### src/rtl/dmem_bus_arbiter.sv
// rtl/dmem_bus_arbiter.sv - two-master round-robin data-memory arbiter with lock, lock timeout and I/O decode
//
// Ports:
//   clk, rstn                     single rising-edge clock, asynchronous active-low reset
//   mN_req/we/addr/wdata/mask/lock master N (N=0 load/store unit, N=1 debug loader) request
//   mN_gnt                        combinational grant, same cycle as the request
//   mN_rvalid/rdata/rerr          registered response, one cycle after the grant
//   o_mem_*                       combinational strobes/address/data to d_mem
//   i_mem_read_data               d_mem combinational read data
//   io_write_addr/data/en         write-only I/O port for addresses at or above IO_BASE
module dmem_bus_arbiter #(
    parameter logic [31:0] IO_BASE      = 32'h8000_0000,
    parameter int unsigned MEM_SIZE     = 8196,
    parameter int unsigned LOCK_TIMEOUT = 16
) (
    input  logic        clk,
    input  logic        rstn,
    input  logic        m0_req,
    input  logic        m0_we,
    input  logic [31:0] m0_addr,
    input  logic [31:0] m0_wdata,
    input  logic [1:0]  m0_mask,
    input  logic        m0_lock,
    output logic        m0_gnt,
    output logic        m0_rvalid,
    output logic [31:0] m0_rdata,
    output logic        m0_rerr,
    input  logic        m1_req,
    input  logic        m1_we,
    input  logic [31:0] m1_addr,
    input  logic [31:0] m1_wdata,
    input  logic [1:0]  m1_mask,
    input  logic        m1_lock,
    output logic        m1_gnt,
    output logic        m1_rvalid,
    output logic [31:0] m1_rdata,
    output logic        m1_rerr,
    output logic [31:0] o_mem_addr,
    output logic [31:0] o_mem_write_data,
    output logic [1:0]  o_mem_data_mask,
    output logic        o_mem_write_en,
    output logic        o_mem_read_en,
    input  logic [31:0] i_mem_read_data,
    output logic [31:0] io_write_addr,
    output logic [31:0] io_write_data,
    output logic        io_write_en
);

    typedef enum logic [1:0] {
        UNLOCKED  = 2'd0,
        LOCKED_M0 = 2'd1,
        LOCKED_M1 = 2'd2
    } lock_state_t;

    localparam int CNT_W = $clog2(LOCK_TIMEOUT + 1);

    lock_state_t      lock_state, lock_state_nxt;
    logic             prio, prio_nxt;
    logic [CNT_W-1:0] lock_cnt, lock_cnt_nxt;

    logic             rsp_valid, rsp_err, rsp_to_m1;
    logic [31:0]      rsp_data;
    logic             rsp_valid_nxt, rsp_err_nxt;
    logic [31:0]      rsp_data_nxt;

    logic             any_gnt, sel_we, sel_lock, hit_mem, hit_io;
    logic [31:0]      sel_addr, sel_wdata;
    logic [1:0]       sel_mask;

    // Grants are qualified by rstn so every output reads 0 while reset is held,
    // even when a master keeps its request up.
    always_comb begin
        m0_gnt = 1'b0;
        m1_gnt = 1'b0;
        if (rstn) begin
            case (lock_state)
                LOCKED_M0: m0_gnt = m0_req;
                LOCKED_M1: m1_gnt = m1_req;
                default: begin
                    if (m0_req && m1_req) begin
                        m0_gnt = !prio;
                        m1_gnt = prio;
                    end else begin
                        m0_gnt = m0_req;
                        m1_gnt = m1_req;
                    end
                end
            endcase
        end
    end

    assign any_gnt   = m0_gnt | m1_gnt;
    assign sel_we    = m1_gnt ? m1_we    : m0_we;
    assign sel_lock  = m1_gnt ? m1_lock  : m0_lock;
    assign sel_addr  = m1_gnt ? m1_addr  : m0_addr;
    assign sel_wdata = m1_gnt ? m1_wdata : m0_wdata;
    assign sel_mask  = m1_gnt ? m1_mask  : m0_mask;

    assign hit_mem = any_gnt && (sel_addr < 32'(MEM_SIZE));
    assign hit_io  = any_gnt && (sel_addr >= IO_BASE);

    assign o_mem_write_en   = hit_mem && sel_we;
    assign o_mem_read_en    = hit_mem && !sel_we;
    assign o_mem_addr       = hit_mem ? sel_addr  : 32'd0;
    assign o_mem_write_data = hit_mem ? sel_wdata : 32'd0;
    assign o_mem_data_mask  = hit_mem ? sel_mask  : 2'd0;

    assign io_write_en   = hit_io && sel_we;
    assign io_write_addr = io_write_en ? sel_addr  : 32'd0;
    assign io_write_data = io_write_en ? sel_wdata : 32'd0;

    // Reads always answer; writes answer only when they fall in the decode hole.
    always_comb begin
        rsp_err_nxt   = any_gnt && !hit_mem && !hit_io;
        rsp_valid_nxt = any_gnt && (!sel_we || rsp_err_nxt);
        rsp_data_nxt  = o_mem_read_en ? i_mem_read_data : 32'd0;
    end

    always_comb begin
        lock_state_nxt = lock_state;
        lock_cnt_nxt   = lock_cnt;
        prio_nxt       = prio;
        if (any_gnt) begin
            // The master just served loses priority to the other one.
            prio_nxt     = m0_gnt;
            lock_cnt_nxt = '0;
            if (sel_lock) begin
                lock_state_nxt = m1_gnt ? LOCKED_M1 : LOCKED_M0;
            end else begin
                lock_state_nxt = UNLOCKED;
            end
        end else if (lock_state != UNLOCKED) begin
            // No grant while locked means the owner is idle.
            if (lock_cnt == CNT_W'(LOCK_TIMEOUT - 1)) begin
                lock_state_nxt = UNLOCKED;
                lock_cnt_nxt   = '0;
            end else begin
                lock_cnt_nxt = lock_cnt + CNT_W'(1);
            end
        end
    end

    always_ff @(posedge clk or negedge rstn) begin
        if (!rstn) begin
            lock_state <= UNLOCKED;
            lock_cnt   <= '0;
            prio       <= 1'b0;
            rsp_valid  <= 1'b0;
            rsp_err    <= 1'b0;
            rsp_to_m1  <= 1'b0;
            rsp_data   <= 32'd0;
        end else begin
            lock_state <= lock_state_nxt;
            lock_cnt   <= lock_cnt_nxt;
            prio       <= prio_nxt;
            rsp_valid  <= rsp_valid_nxt;
            rsp_err    <= rsp_err_nxt;
            rsp_to_m1  <= m1_gnt;
            rsp_data   <= rsp_data_nxt;
        end
    end

    assign m0_rvalid = rsp_valid && !rsp_to_m1;
    assign m1_rvalid = rsp_valid && rsp_to_m1;
    assign m0_rerr   = m0_rvalid && rsp_err;
    assign m1_rerr   = m1_rvalid && rsp_err;
    assign m0_rdata  = m0_rvalid ? rsp_data : 32'd0;
    assign m1_rdata  = m1_rvalid ? rsp_data : 32'd0;

endmodule

### config.mk
export PLATFORM = sky130hd
export DESIGN_NAME = dmem_bus_arbiter
export DESIGN_NICKNAME = d
export VERILOG_FILES = /design/src/rtl/dmem_bus_arbiter.sv
export SDC_FILE = /design/constraint.sdc
export NUM_CORES = 1
export LEC_CHECK = 0
export CAP_MARGIN = 30
export CORE_AREA = 2 2 145 147
export DETAILED_ROUTE_END_ITERATION = 7
export DIE_AREA = 0 0 147 149
export PLACE_DENSITY_LB_ADDON = 0.15
export SYNTH_ARGS = -nofsm -noshare
export SYNTH_HDL_FRONTEND = slang
export SYNTH_SLANG_ARGS = --single-unit
### constraint.sdc
create_clock -name clk -period 5.1 [get_ports clk]
set_input_delay 0.51 -clock clk [delete_from_list [all_inputs] [get_ports clk]]
set_output_delay 0.51 -clock clk [all_outputs]
set_load 0.05 [all_outputs]
==> summary by stage <==
Clocking
CTS placed an instance of clkbuf_16 at the clock tree root. The count of instances resized after the clock tree is built is 0. The clock buffer count from CTS is 5.

The clock tree from TritonCTS is done. The number of buffers added for setup after CTS is 0. The number of sinks on the clock net is 43. Clock-pin slew was measured on the worst setup and hold paths at 0.06 ns.

Buffers inserted to repair hold after CTS numbered 0. The number of buffers on the longest clock path is 2. The H-tree generated during clock tree synthesis spans 2 levels. At the later pin of the worst-skew pair, clock insertion delay measures 0.28 ns.

Routing
In the final routed layout, each cell accounts on average for 17.5 µm. The total routed wire length on the met1 layer is 6.66 mm. The vias after detailed routing is 4537. Using the TritonRoute via totals, the vias-per-cell ratio works out to 4.16. The met3 wirelength from detailed routing is 1.83 mm. The number of DRC violations after detailed-routing iteration 0 is 108. The first detailed-routing pass ran for 4 iterations. The number of design rule violations left after detail routing is 0.

The routed wire length is 19.0 mm. Routed signal wires occupy layers up through met4. The count of nets left with antenna violations once routing finished came out at 0. Detailed routing placed a total of 10.2 mm of wire on met2.

Place
The number of port buffers is 356. Routability-driven placement finished with a final weighted congestion of 0.789. The wire-length estimate of the detail-placed layout is 15.8 mm. The cell area after placement is 0.00800 mm².

Logic synthesis
The cell type contributing the most total cell area after synthesis is dfrtp_1. Counting flops with a built-in enable in the synthesized netlist gives 0. The share of flip-flops with an asynchronous set or reset is 100%.

After synthesis the netlist holds a flip-flop and latch count of 43. The xor/xnor share of the synthesized area is 0.700%. Yosys instantiated no cell more often than nor2_1.

The synthesized-area fraction occupied by ao, oa, aoi and oai cells is 6.10%. Sorting the synthesized cells by area gives the leading types as dfrtp_1 (29%), mux2i_1 (12%), and3_1 (11%), nor2_1 (9.1%), and2_1 (5.8%). The share of synthesized cell area in full adder, half adder and majority cells is 1.33%. The cell area that synthesis handed to floorplanning was 0.00375 mm².

By area, the combinational part of the netlist is dominated by simple AND/OR/NAND/NOR gates. After Yosys synthesis, and, or, nand and nor cells account for 39.2% of the synthesized area. A synthesized cell averages 7.88 µm². After synthesis, the share of cell area in mux cells is 12.9%.

In this run, distinct cell masters in the synthesized netlist total 41. The share of the yosys chip area belonging to registers is 28.7%. Sorting the synthesized cells by how often they occur yields nor2_1 (91), and3_1 (66), mux2i_1 (46). Synthesis handed over a netlist of 476 instances. Summed over its instances, the top area cell type makes up 28.7% of the synthesized netlist area. The total number of yosys warnings is 0. For this run, the leading register cell type out of synthesis is dfrtp_1.

Worst setup path
At the worst endpoint, the required time is 4.59 ns. The count of cells along the worst register-to-register path is 9. In this run the critical register-to-register path is launched from lock_state[0]. The slowest stage cell on the critical path is or3_2. The register-to-register path setup slack is 2.16 ns.

Traced cell by cell, the critical path runs through inv_1 -> ha_1 -> nor2b_4 -> or3_2 -> inv_2 -> buf_4 -> nand2_1 -> a21o_2 -> buf_4 -> a21oi_1 -> buf_12. The endpoint identified for the worst register-to-register timing path is rsp_data[5]. Of all nets on the critical path, the largest fanout is 65.

Data arrives at the worst endpoint at 3.65 ns. The library cell appearing most often on the critical path is buf_4. The type of destination of the critical path is a primary output. The worst setup path is of the register to primary output kind.

The worst setup path is launched from a register. The largest stage delay on the critical path is 0.63 ns.

Min path
The classification of the worst-slack hold path is input port to asynchronous set/reset pin.

Global route
The sum of overflow across all layers after global routing is 0. Entering global routing, the biggest net connects 66 pins. The first-pass GRT wire length is 28.1 mm. The number of antenna violations at the first check in global routing is 1. The via count of the first global-routing pass is 4785. Global routing used 16.6% of the available tracks.

Finish
The proportion of layout cells with a drive suffix above 1 is 19.5%. Counting the fill cells in the layout gives 2086. The total number of nets in the final design is 989. The area growth from synthesis to final layout is 118%. The finished cells cover 0.00819 mm². Measured on the finished design, the core utilization comes to 39.8%.

STA
The total setup violations reported at the end of the flow is 0. The total count of hold-check failures in the final report came to 0. The final cycle utilization of the critical path is 81.6%. The achievable frequency is 240 MHz.

After layout, the minimum clock period comes to 4.16 ns. The remaining max-slew budget at the tightest pin is 49.7%. The total negative setup slack is 0 ns. The final worst clock skew is 0.00251 ns. The max-slew violation count was 0. At the pin with the least slew margin, the transition time is 0.748 ns. Setup repair after global routing left no endpoint under its margin.

Floorplan
The row count is 53. Once the floorplan was initialized, standard cells occupied 18.3% of the core. The core box area is 0.0206 mm².

The number of top-level pins is 375. The floorplan die height is 149 µm. The die is 147 µm wide. The die area is 0.0219 mm².

Pwr
Sequential cells account for 20.8% of the total power. The combinational fraction of design power is 57.9%. The power density normalized to cell area is 235 mW/mm². The switching portion of total power is 42.1%.

Per report_power, the clock group accounts for 21.3% of the total. The analysis attributes to cell leakage a power of 3.69 nW. The internal portion of the total power is 1.11 mW.

For this design the total switching power over the nets is 810 µW. The maximum VDD drop is 0.000123 V.

Status
The run finished with clean final reports.

Flow run
The max capacitance violation total is 0.
final cells by class:
class	count	area, µm²	share of cell area [%]
antenna	1	2.50	0.0306
clock buffer	6	129	1.57
clock inverter	2	60.1	0.733
inverter	7	26.3	0.321
multi-input combinational	387	2340	28.6
sequential	43	1080	13.1
tap	275	344	4.20
timing repair buffer	369	4210	51.4
cells by family (layout without fill, tap and decap cells):
group / after synthesis / after routing
adder cells (fa/ha/maj): 4 / 4
XOR/XNOR: 3 / 3
AO/OA/AOI/OAI: 34 / 34
other: 1 / 19
AND/OR/NAND/NOR: 281 / 281
multiplexers: 47 / 47
flip-flops: 43 / 43
buffers and inverters: 63 / 384
placed cells by master (no fill, tap or decap), types with 2 or more instances in the layout:
| master | synthesis | final |
|---|---|---|
| a21oi_1 | 21 | 21 |
| and2_1 | 35 | 35 |
| and3_1 | 66 | 66 |
| buf_12 | 0 | 66 |
| buf_4 | 20 | 60 |
| buf_8 | 1 | 2 |
| bufinv_16 | 0 | 2 |
| clkbuf_16 | 0 | 5 |
| clkdlybuf4s50_1 | 0 | 240 |
| conb_1 | 1 | 18 |
| dfrtp_1 | 43 | 43 |
| ha_1 | 4 | 4 |
| inv_1 | 6 | 6 |
| mux2i_1 | 46 | 46 |
| nand2_1 | 43 | 43 |
| nand3_1 | 11 | 11 |
| nor2_1 | 91 | 91 |
| nor2_4 | 9 | 9 |
| nor3_1 | 3 | 3 |
| nor4_1 | 13 | 13 |
| o21ai_0 | 5 | 5 |
| xnor2_1 | 2 | 2 |
critical path: cells and delay by family (launching register included):
| kind | cells | cell delay (ns) |
|---|---|---|
| buffers and inverters | 5 | 1.13 |
| AND/OR/NAND/NOR | 3 | 0.88 |
| AO/OA/AOI/OAI | 2 | 0.61 |
| flip-flops | 1 | 0.36 |
| adder cells (fa/ha/maj) | 1 | 0.34 |
worst max-delay path by stage:
stage | startpoint | to | slack, ns | cells past startpoint
2_1_floorplan | lock_state[0] | io_write_addr[19] | 1.74 | 10
3_3_place_gp | m1_req | io_write_addr[19] | 0.98 | 10
3_5_place_dp | m1_req | io_write_addr[19] | 0.98 | 10
4_1_cts | lock_state[0] | io_write_addr[19] | 0.85 | 11
5_1_grt | lock_state[0] | io_write_addr[21] | 0.70 | 11
6_report | lock_state[0] | io_write_addr[21] | 0.94 | 11
power groups by stage:
stage          Clock, mW  Sequential, mW  Combinational [mW]
2_1_floorplan          0           0.396               0.638
3_3_place_gp           0           0.418                1.11
3_5_place_dp           0           0.407                1.13
4_1_cts            0.426           0.401                1.13
5_1_grt            0.438           0.406                1.20
6_report           0.410           0.401                1.11
routing by layer:
metal  GRT usage [%]  up-vias
met5               0        -
met4            4.42        0
met3            6.57       18
met2            32.0      208
met1            16.7     2076
li1                -     2235
sequential cells by signal, indices dropped and copies added (netlist names):
name and count:
rsp_to_m1 1, lock_cnt 5, rsp_data 32, rsp_err 1, prio 1, lock_state 2, rsp_valid 1
per-stage QoR:
step	std cells	worst slack (ns)	hold slack, ns	total power, mW
2_1_floorplan	493	1.74	0.214	1.03
3_3_place_gp	1078	0.976	0.489	1.52
3_5_place_dp	1081	0.981	0.494	1.54
4_1_cts	1089	0.846	0.421	1.96
5_1_grt	1089	0.701	0.446	2.04
6_report	1090	0.941	0.369	1.92
(Power assumes the default switching activity.)
